<file path="src/rtl/timesync_pkg.sv">
// timesync_pkg: shared state codes, requester indices and start-pulse decode for the phase sequencer
package timesync_pkg;
  typedef enum logic [3:0] {
    S_IDLE    = 4'd0,
    S_CAPTURE = 4'd1,
    S_CALC_P  = 4'd2,
    S_CALC_R  = 4'd3,
    S_CALC_M  = 4'd4,
    S_DETECT  = 4'd5,
    S_EXTRACT = 4'd6,
    S_READY   = 4'd7,
    S_HALT    = 4'd8
  } state_t;
  localparam int NREQ = 4;
  localparam logic [1:0] REQ_CAP = 2'd0;
  localparam logic [1:0] REQ_P   = 2'd1;
  localparam logic [1:0] REQ_R   = 2'd2;
  localparam logic [1:0] REQ_EXT = 2'd3;
  // bit order: {ext, det, m, r, p}
  function automatic logic [4:0] start_mask(state_t s);
    return s == S_CALC_P  ? 5'b00001 :
           s == S_CALC_R  ? 5'b00010 :
           s == S_CALC_M  ? 5'b00100 :
           s == S_DETECT  ? 5'b01000 :
           s == S_EXTRACT ? 5'b10000 : 5'b00000;
  endfunction
endpackage

</file>
<file path="src/rtl/timesync_phase_sequencer_if.sv">
// timesync_phase_sequencer_if: shared input-buffer port, engine requests in and BRAM port out
interface timesync_phase_sequencer_if #(parameter int ADDR_W = 12, parameter int DATA_W = 8);
  import timesync_pkg::*;
  logic [NREQ-1:0]        req_en;
  logic [NREQ-1:0]        req_we;
  logic [NREQ*ADDR_W-1:0] req_addr;
  logic [NREQ*DATA_W-1:0] req_din;
  logic                   buf_en;
  logic                   buf_we;
  logic [ADDR_W-1:0]      buf_addr;
  logic [DATA_W-1:0]      buf_din;
  modport master (output req_en, req_we, req_addr, req_din, input buf_en, buf_we, buf_addr, buf_din);
  modport slave (input req_en, req_we, req_addr, req_din, output buf_en, buf_we, buf_addr, buf_din);
endinterface

</file>
<file path="src/rtl/timesync_buf_port_mux.sv">
// timesync_buf_port_mux: grants the buffer port to the current owner only, one register stage
module timesync_buf_port_mux
  import timesync_pkg::*;
#(
  parameter int ADDR_W = 12,
  parameter int DATA_W = 8
) (
  input  logic                        clk,
  input  logic                        rst,
  input  logic [1:0]                  i_owner,
  input  logic                        i_owner_vld,
  timesync_phase_sequencer_if.slave   bus,
  output logic                        o_conflict
);
  logic [NREQ-1:0] w_mask;
  logic            w_gnt;
  assign w_mask     = i_owner_vld ? NREQ'(1) << i_owner : '0;
  assign w_gnt      = |(bus.req_en & w_mask);
  assign o_conflict = |(bus.req_en & ~w_mask);
  // address/data hold while idle so the BRAM sees no spurious toggling
  always_ff @(posedge clk) begin
    if (rst) begin
      bus.buf_en   <= 1'b0;
      bus.buf_we   <= 1'b0;
      bus.buf_addr <= '0;
      bus.buf_din  <= '0;
    end else begin
      bus.buf_en <= w_gnt;
      bus.buf_we <= w_gnt & bus.req_we[i_owner];
      if (w_gnt) begin
        bus.buf_addr <= bus.req_addr[i_owner*ADDR_W +: ADDR_W];
        bus.buf_din  <= bus.req_din[i_owner*DATA_W +: DATA_W];
      end
    end
  end
endmodule

</file>
<file path="src/rtl/timesync_phase_sequencer.sv">
// timesync_phase_sequencer: steps the sync burst through its phases and arbitrates the input buffer
module timesync_phase_sequencer
  import timesync_pkg::*;
#(
  parameter int ADDR_W  = 12,
  parameter int DATA_W  = 8,
  parameter int TIMEOUT = 65535
) (
  input  logic                      clk,
  input  logic                      rst,
  input  logic                      tx_done,
  input  logic                      in_full,
  output logic                      start_p,
  output logic                      start_r,
  output logic                      start_m,
  output logic                      start_det,
  output logic                      start_ext,
  input  logic                      done_p,
  input  logic                      done_r,
  input  logic                      done_m,
  input  logic                      done_det,
  input  logic                      done_ext,
  timesync_phase_sequencer_if.slave bus,
  output logic [3:0]                phase,
  output logic                      out_ready,
  output logic                      err_conflict,
  output logic                      err_timeout
);
  localparam int CW = $clog2(TIMEOUT + 1);
  state_t          r_state, w_next;
  logic [CW-1:0]   r_cnt;
  logic [4:0]      r_start, w_start;
  logic            r_ready, r_econf, r_eto;
  logic            w_active, w_exit, w_to, w_conflict, w_owner_vld;
  logic [1:0]      w_owner;
  always_ff @(posedge clk) begin
    if (rst) begin
      r_state <= S_IDLE;
      r_cnt   <= '0;
      r_start <= '0;
      r_ready <= 1'b0;
      r_econf <= 1'b0;
      r_eto   <= 1'b0;
    end else begin
      r_state <= w_next;
      r_cnt   <= (w_next != r_state || !w_active) ? '0 : r_cnt + 1'b1;
      r_start <= w_start;
      r_ready <= w_next == S_READY;
      r_econf <= r_econf | w_conflict;
      r_eto   <= r_eto | w_to;
    end
  end
  // restart beats completion and timeout; completion beats timeout
  always_comb begin
    w_active = r_state >= S_CAPTURE && r_state <= S_EXTRACT;
    w_exit   = r_state == S_CAPTURE ? in_full :
               r_state == S_CALC_P  ? done_p :
               r_state == S_CALC_R  ? done_r :
               r_state == S_CALC_M  ? done_m :
               r_state == S_DETECT  ? done_det :
               r_state == S_EXTRACT ? done_ext : 1'b0;
    w_to     = w_active && !w_exit && !tx_done && r_cnt == CW'(TIMEOUT - 1);
    w_next   = r_state == S_IDLE ? S_CAPTURE :
               tx_done           ? S_IDLE :
               w_exit            ? state_t'(r_state + 4'd1) :
               w_to              ? S_HALT : r_state;
  end
  always_comb begin
    w_start     = (w_next != r_state) ? start_mask(w_next) : 5'b0;
    w_owner_vld = r_state == S_CAPTURE || r_state == S_CALC_P || r_state == S_CALC_R || r_state == S_EXTRACT;
    w_owner     = r_state == S_CALC_P  ? REQ_P :
                  r_state == S_CALC_R  ? REQ_R :
                  r_state == S_EXTRACT ? REQ_EXT : REQ_CAP;
  end
  timesync_buf_port_mux #(.ADDR_W(ADDR_W), .DATA_W(DATA_W)) u_mux (
    .clk        (clk),
    .rst        (rst),
    .i_owner    (w_owner),
    .i_owner_vld(w_owner_vld),
    .bus        (bus),
    .o_conflict (w_conflict)
  );
  assign {start_ext, start_det, start_m, start_r, start_p} = r_start;
  assign phase        = r_state;
  assign out_ready    = r_ready;
  assign err_conflict = r_econf;
  assign err_timeout  = r_eto;
endmodule
</file>
<file path="src/flat_wrapper.sv">
// flat-port wrapper written by rule: the top's interface ports become plain ports
module timesync_phase_sequencer_flat import timesync_pkg::*;
#(
  parameter int ADDR_W  = 12,
  parameter int DATA_W  = 8,
  parameter int TIMEOUT = 65535
)
  (clk, rst, tx_done, in_full, start_p, start_r, start_m, start_det, start_ext, done_p, done_r, done_m, done_det, done_ext, phase, out_ready, err_conflict, err_timeout, bus_req_en, bus_req_we, bus_req_addr, bus_req_din, bus_buf_en, bus_buf_we, bus_buf_addr, bus_buf_din);
  timesync_phase_sequencer_if #(.ADDR_W(ADDR_W), .DATA_W(DATA_W)) bus_i ();
  input  logic clk;
  input  logic rst;
  input  logic tx_done;
  input  logic in_full;
  output logic start_p;
  output logic start_r;
  output logic start_m;
  output logic start_det;
  output logic start_ext;
  input  logic done_p;
  input  logic done_r;
  input  logic done_m;
  input  logic done_det;
  input  logic done_ext;
  output logic [3:0] phase;
  output logic out_ready;
  output logic err_conflict;
  output logic err_timeout;
  input wire logic [$bits(bus_i.req_en)-1:0] bus_req_en;
  input wire logic [$bits(bus_i.req_we)-1:0] bus_req_we;
  input wire logic [$bits(bus_i.req_addr)-1:0] bus_req_addr;
  input wire logic [$bits(bus_i.req_din)-1:0] bus_req_din;
  output wire logic [$bits(bus_i.buf_en)-1:0] bus_buf_en;
  output wire logic [$bits(bus_i.buf_we)-1:0] bus_buf_we;
  output wire logic [$bits(bus_i.buf_addr)-1:0] bus_buf_addr;
  output wire logic [$bits(bus_i.buf_din)-1:0] bus_buf_din;
  assign bus_i.req_en = bus_req_en;
  assign bus_i.req_we = bus_req_we;
  assign bus_i.req_addr = bus_req_addr;
  assign bus_i.req_din = bus_req_din;
  assign bus_buf_en = bus_i.buf_en;
  assign bus_buf_we = bus_i.buf_we;
  assign bus_buf_addr = bus_i.buf_addr;
  assign bus_buf_din = bus_i.buf_din;
  timesync_phase_sequencer #(.ADDR_W(ADDR_W), .DATA_W(DATA_W), .TIMEOUT(TIMEOUT)) u_core (.clk(clk), .rst(rst), .tx_done(tx_done), .in_full(in_full), .start_p(start_p), .start_r(start_r), .start_m(start_m), .start_det(start_det), .start_ext(start_ext), .done_p(done_p), .done_r(done_r), .done_m(done_m), .done_det(done_det), .done_ext(done_ext), .bus(bus_i), .phase(phase), .out_ready(out_ready), .err_conflict(err_conflict), .err_timeout(err_timeout));
endmodule
</file>
<file path="config.mk">
export PLATFORM = sky130hd
export DESIGN_NAME = timesync_phase_sequencer_flat
export DESIGN_NICKNAME = d
export VERILOG_FILES = /design/src/rtl/timesync_pkg.sv /design/src/rtl/timesync_phase_sequencer_if.sv /design/src/rtl/timesync_buf_port_mux.sv /design/src/rtl/timesync_phase_sequencer.sv /design/src/flat_wrapper.sv
export SDC_FILE = /design/constraint.sdc
export NUM_CORES = 1
export LEC_CHECK = 0
export ABC_AREA = 1
export ABC_CLOCK_PERIOD_IN_PS = 2600
export BUFFER_PORTS_ARGS = -buffer_cell sky130_fd_sc_hd__buf_4
export CORE_MARGIN = 3
export CORE_UTILIZATION = 48
export DETAILED_ROUTE_END_ITERATION = 12
export PLACE_DENSITY = 0.81
export SYNTH_ARGS = -nofsm -noshare
export SYNTH_HDL_FRONTEND = slang
export SYNTH_SLANG_ARGS = --single-unit
</file>
<file path="constraint.sdc">
create_clock -name clk -period 2.6 [get_ports clk]
set_clock_uncertainty 0.05 [all_clocks]
set_input_delay 0.13 -clock clk [delete_from_list [all_inputs] [get_ports clk]]
set_output_delay 0.13 -clock clk [all_outputs]
set_load 0.02 [all_outputs]
</file>
After elaboration in Yosys (flattened, before gate mapping) --
Cells that the tools add are included.
Word-level totals: register bits 50, input port bits 97, output and inout port bits 34, word-level logic and storage cells 85
Operators by class: add/sub/neg operators 2, multiply operators 1, order comparisons 3, eq/ne operators 14, shifts and indexed selects 3, muxes and demuxes 21, bitwise gates (word level) 7, reduce and logical (&&, ||, !) cells 20
Operators with widths (number):
- indexed part select 48 x 7 -> 12 bit | 1
- indexed part select 32 x 6 -> 8 bit | 1
- equality test 4 x 3 -> 1 bit (second input constant) | 7
- two-way mux 4 bit | 6
- adder 16 x 1 -> 16 bit (second input constant) | 1
- equality test 16 bit (second input constant) | 1
- equality test 4 x 2 -> 1 bit (second input constant) | 4
- OR reduction 4 bit | 3
- AND 4 bit | 2
- two-way mux 1 bit | 8
- two-way mux 2 bit | 4
- OR reduction 6 bit | 1
- two-way mux 5 bit | 1
- OR reduction 5 bit | 1
- adder 4 x 1 -> 4 bit (second input constant) | 1
- equality test 4 x 1 -> 1 bit (second input constant) | 1
- >= comparator 4 x 1 -> 1 bit (second input constant) | 1
- less-or-equal comparator 4 x 3 -> 1 bit (second input constant) | 1
- logical AND 1 bit | 4
- logical NOT 4 bit | 1
- logical OR 1 bit | 4
- multiplier 2 x 2 -> 4 bit (second input constant) | 1
- != test 4 bit | 1
- NOT 4 bit | 1
- 10 further kinds | 14

Depth between registers and ports, before layout --
depth after elaboration 21, mapped depth 17

Hierarchy --
From an unflattened synthesis, not the netlist that was laid out.
Second synthesis, totals: cell total of the unflattened synthesis 490, area, all modules 3090.5 um^2
Modules (own cells, without submodules):
- timesync_phase_sequencer | times used 1, cells an instance 221, area an instance 1626.6 um^2, sequential area each 560.5 um^2
- timesync_buf_port_mux | times used 1, cells an instance 269, area an instance 1463.9 um^2, sequential area each 440.4 um^2

Worst setup path before layout --
OpenSTA, ideal clock, no wires.
path kind reg-to-reg, start point register u_core.r_state[0], in the netlist u_core.phase[0], end point register u_core.r_cnt[10], setup time 0.062 ns, data arrival time 2.149 ns, required time 2.488 ns, setup slack 0.339 ns, stages on the path, launching flop included 17, path buffers 1, period minus slack after synthesis 2.261 ns, cells stage by stage dfxtp_1 inv_1 ha_1 nand2_2 nand2_1 inv_1 nand2_2 nand2_4 nand2_4 nand2_1 nand3_1 nand2_1 nand2_1 nand2_2 nand4_4 buf_6 nor2_4
On the way: cells in the longest elaborated chain, start to end 18, elaborated cells between the ends (all ways) 29
RTL lines:
- from (decl) | RTL line timesync_phase_sequencer.sv:30 | state_t r_state, w_next;
- from (signal assigned) | RTL line timesync_phase_sequencer.sv:45 | r_state <= w_next;
- equality test 4 x 3 -> 1 bit | RTL line timesync_phase_sequencer.sv:61 | r_state == S_EXTRACT ? done_ext : 1'b0;
- two-way mux 1 bit | RTL line timesync_phase_sequencer.sv:61
- two-way mux 1 bit | RTL line timesync_phase_sequencer.sv:60 | r_state == S_DETECT ? done_det :
- two-way mux 1 bit | RTL line timesync_phase_sequencer.sv:59 | r_state == S_CALC_M ? done_m :
- two-way mux 1 bit | RTL line timesync_phase_sequencer.sv:58 | r_state == S_CALC_R ? done_r :
- two-way mux 1 bit | RTL line timesync_phase_sequencer.sv:57 | r_state == S_CALC_P ? done_p :
- two-way mux 1 bit | RTL line timesync_phase_sequencer.sv:56 | w_exit = r_state == S_CAPTURE ? in_full :
- logical NOT 1 bit | RTL line timesync_phase_sequencer.sv:62 | w_to = w_active && !w_exit && !tx_done && r_cnt == CW'(TIMEOUT - 1);
- logical AND 1 bit (3 in series) | RTL line timesync_phase_sequencer.sv:62
- two-way mux 4 bit | RTL line timesync_phase_sequencer.sv:66 | w_to ? S_HALT : r_state;
- two-way mux 4 bit | RTL line timesync_phase_sequencer.sv:65 | w_exit ? state_t'(r_state + 4'd1) :
- two-way mux 4 bit | RTL line timesync_phase_sequencer.sv:64 | tx_done ? S_IDLE :
- two-way mux 4 bit | RTL line timesync_phase_sequencer.sv:63 | w_next = r_state == S_IDLE ? S_CAPTURE :
- != test 4 bit | RTL line timesync_phase_sequencer.sv:46 | r_cnt <= (w_next != r_state || !w_active) ? '0 : r_cnt + 1'b1;
- logical OR 1 bit (*) | RTL line timesync_phase_sequencer.sv:46
- OR reduction 2 bit (no line) (*)
- to (signal assigned) | RTL line timesync_phase_sequencer.sv:46
- to (decl) | RTL line timesync_phase_sequencer.sv:31 | logic [CW-1:0] r_cnt;
Mark *: on every way between the ends. The rest lies on a longest branch, timed or not. A chain may end at the register's enable or synchronous reset.

Final worst setup path --
start point register u_core.r_state[0], in the netlist u_core.phase[0], end point register u_core.u_mux.bus.buf_addr[11]
On the way: cells in the longest elaborated chain, start to end 8, elaborated cells between the ends (all ways) 16
RTL lines:
- parallel branches: the longest is 8 deep, another holds multiplier 2 x 2 -> 4 bit
- to (signal assigned) | RTL line timesync_buf_port_mux.sv:31 | bus.buf_addr <= bus.req_addr[i_owner*ADDR_W +: ADDR_W];
- to (decl) | RTL line timesync_phase_sequencer_if.sv:13 | modport slave (input req_en, req_we, req_addr, req_din, output buf_en, buf_we, buf_addr, buf_din);
Several ways; the timed one is not identified.

==> results.toml <==
[run_status]
status = "completed"

[sta]
finalCritPeriodShare_pct = 90.1
setup_viol = 0
period_needed_ps = 2340
max_freq_ghz = 0.427
finalHoldViolations = 0
hold_slack_ps = 80.2
slew_violations = 0
grt_setup_unrepaired = "false"
max_slew.worst_pin.slew_ps = 427
tns_ps = 0
relSlewSlack_pct = 71.2

[grt]
grt_pass1_vias = 3159
grt_util_met2_pct = 44.0
grtUsageMet1_pct = 28.7
antenna_found_initial = 0
grt_pass1_wl_mm = 14.4
grt_use_met3_pct = 3.88
overflow = 0
busiest_layer = "met2"
grt_max_degree = 43
grt_use_total_pct = 24.3

[clock_network]
cts_tree = "yes"
hold_buffers = 0
clock_sinks = 50
numCtsBuffers = 5
clk_path_buf_depth = 2
clk-insertion-delay-late_ps = 300
clkSlewWorstSetupHoldPaths_ps = 90
htree_levels = 2
cts_root_buf = "clkbuf_8"

[setup_path]
path_class = "reg -> reg"
required_ps = 2740
critical_path_arrival_ps = 2480
crit_fanout = 42
rrSetupSlack_ps = 260
start_kind = "flip-flop"
r2r-start = "u_core.phase[0]"
r2r_end = "u_core.u_mux.bus.buf_addr[11]"
worst_r2r_path_depth = 13
crit_path_end_kind = "flip-flop"

[detailed_routing]
vias = 3295
wirelength_mm = 9.05
drc = 0
avgRoutedWirePerCell_um = 14.6
drt_pass1_iterations = 4
via_per_inst = 5.31
drtAntennaViolNets = 0
drtIter0Drc = 228

[run]
max-cap-violations = 0

[yosys]
synth_seq_area_share_pct = 33.4
synth.distinct_cells = 35
yosys_warnings = 0
syn-cell-area_um2 = 3000
syn_avg_cell_area_um2 = 7.18
synth_nets = 522
ys_ff_latch = 50
syn_inst = 418

[place]
gp_congestion = 0.955
hpwl_mm = 7.03
port-buffer-count = 130

[floorplanning]
fp.dieW_um = 85.1
die_area_um2 = 7240
row_count = 28
pin_count = 131
start_util_pct = 50.1
die_h_um = 85.1
coreArea_um2 = 5990

[power_and_ir_drop]
combinationalPowerShare_pct = 25.8
switchingPower_mw = 0.477
p_sw_share_pct = 28.2
clkPwrFrac_pct = 26.3
seqPwrFrac_pct = 47.9
power_density_nw_per_um2 = 406
p_int_mw = 1.21
peakVddDrop_mv = 0.270
power.leakage_nw = 2.00

[final_layout]
fillers = 504
seq_area_um2 = 1000
multi_input_area_um2 = 1800
area_delta_synth_final_pct = 38.9
final_nets = 650
n_antenna_cell = 0
drive_gt1_share_pct = 31.9

[hold_path]
holdPathEnd = "u_core.err_conflict"
hold_depth = 3
min-delay-start = "bus_req_en[2]"
hold_path.class = "in -> reg"
[state kept, by name, indices dropped and copies added (netlist names)]
signal,cells
u_core.phase,4
u_core.err_conflict,1
u_core.out_ready,1
u_core.u_mux.bus.buf_addr,12
u_core.r_start,5
u_core.u_mux.bus.buf_din,8
u_core.u_mux.bus.buf_we,1
u_core.err_timeout,1
u_core.u_mux.bus.buf_en,1
u_core.r_cnt,16
[per-stage QoR]
stage	worst slack [ps]	cell area (µm²)	utilization, %	power [mW]	std cells
5_1_grt	28.8	4170	69.5	1.77	620
3_3_place_gp	246	4060	67.8	1.25	613
4_1_cts	141	4150	69.2	1.70	619
3_5_place_dp	160	4060	67.8	1.25	613
6_report	257	4170	69.5	1.69	620
2_1_floorplan	339	3000	-	1.06	418
[synth_stat cells (all sizes together)]
cell / number / area (µm²)
a31oi: 3 / 18.8
buf: 4 / 32.5
nand3: 26 / 135
a221oi: 1 / 8.76
ha: 7 / 87.6
o21a: 2 / 15.0
nand2: 48 / 208
mux2i: 20 / 200
dfxtp: 50 / 1000
inv: 33 / 124
nor3: 2 / 10.0
xor2: 11 / 96.3
o31ai: 1 / 7.51
o21ai: 44 / 224
nand4: 8 / 65.1
and3: 1 / 6.26
o211ai: 1 / 7.51
xnor2: 4 / 35.0
nand3b: 1 / 7.51
nor4: 1 / 6.26
clkinv: 1 / 3.75
a21oi: 3 / 15.0
o22ai: 20 / 125
clkbuf: 15 / 56.3
nor2: 111 / 504
[cells by family after synthesis]
family / count (synthesis) / share of synthesized area, %
compound gates: 75 / 14.1
xor+xnor: 15 / 4.38
fa+ha+maj: 7 / 2.92
buf+inv: 53 / 7.21
flops: 50 / 33.4
mux: 20 / 6.67
simple gates: 198 / 31.4
[cell usage in the layout, fill, tap and decap left out, types with 7 or more instances in the layout]
cell type	instances
nand4_1	7
nor2_4	11
ha_1	7
nor2_1	98
dfxtp_1	50
mux2i_1	20
buf_4	139
o21ai_0	41
nand3_1	25
o22ai_1	20
inv_1	29
xor2_1	11
nand2_1	41
[cell type report]
cell class	count	area share (%)
inverter	34	3.06
tap	75	2.25
clock buffer	6	1.98
multi-input combinational	315	43.2
sequential	50	24.0
timing repair buffer	140	25.5
[metal layers]
metal  wire [µm]  vias up
li1            -     1632
met1        3620     1515
met2        4550      122
met3         574       26
met4         295        0
met5           0        -
[worst max-delay path: stages (launching register included)]
cell and delay, ps:
dfxtp_1 320, inv_1 120, ha_1 310, inv_1 130, nor2_1 120, buf_4 250, inv_2 60, nand2_1 80
clkinv_1 60, buf_4 250, nor2_1 150, o22ai_1 110, mux2i_1 160, nor2_1 60
[worst max-delay path by stage]
stage / to / startpoint
after CTS: u_core.r_cnt[15] / u_core.phase[1]
after global placement: u_core.u_mux.bus.buf_din[2] / u_core.phase[0]
after floorplan: u_core.r_cnt[10] / u_core.phase[0]
final: u_core.u_mux.bus.buf_addr[11] / u_core.phase[0]
after global routing: u_core.u_mux.bus.buf_din[4] / u_core.phase[0]
after detailed placement: u_core.r_cnt[15] / u_core.phase[1]
[timing repair]
action,CTS,global route
buffers inserted,0,1
resized for setup,0,1
endpoints found under the setup margin,0,33
[power groups by stage]
stage | Sequential, mW | Clock, mW | Combinational, mW
floorplan | 0.860 | 0 | 0.195
global route | 0.814 | 0.485 | 0.475
CTS | 0.810 | 0.459 | 0.430
detailed placement | 0.827 | 0 | 0.428
finish | 0.810 | 0.445 | 0.437
global placement | 0.826 | 0 | 0.421
(Power assumes the default switching activity.)
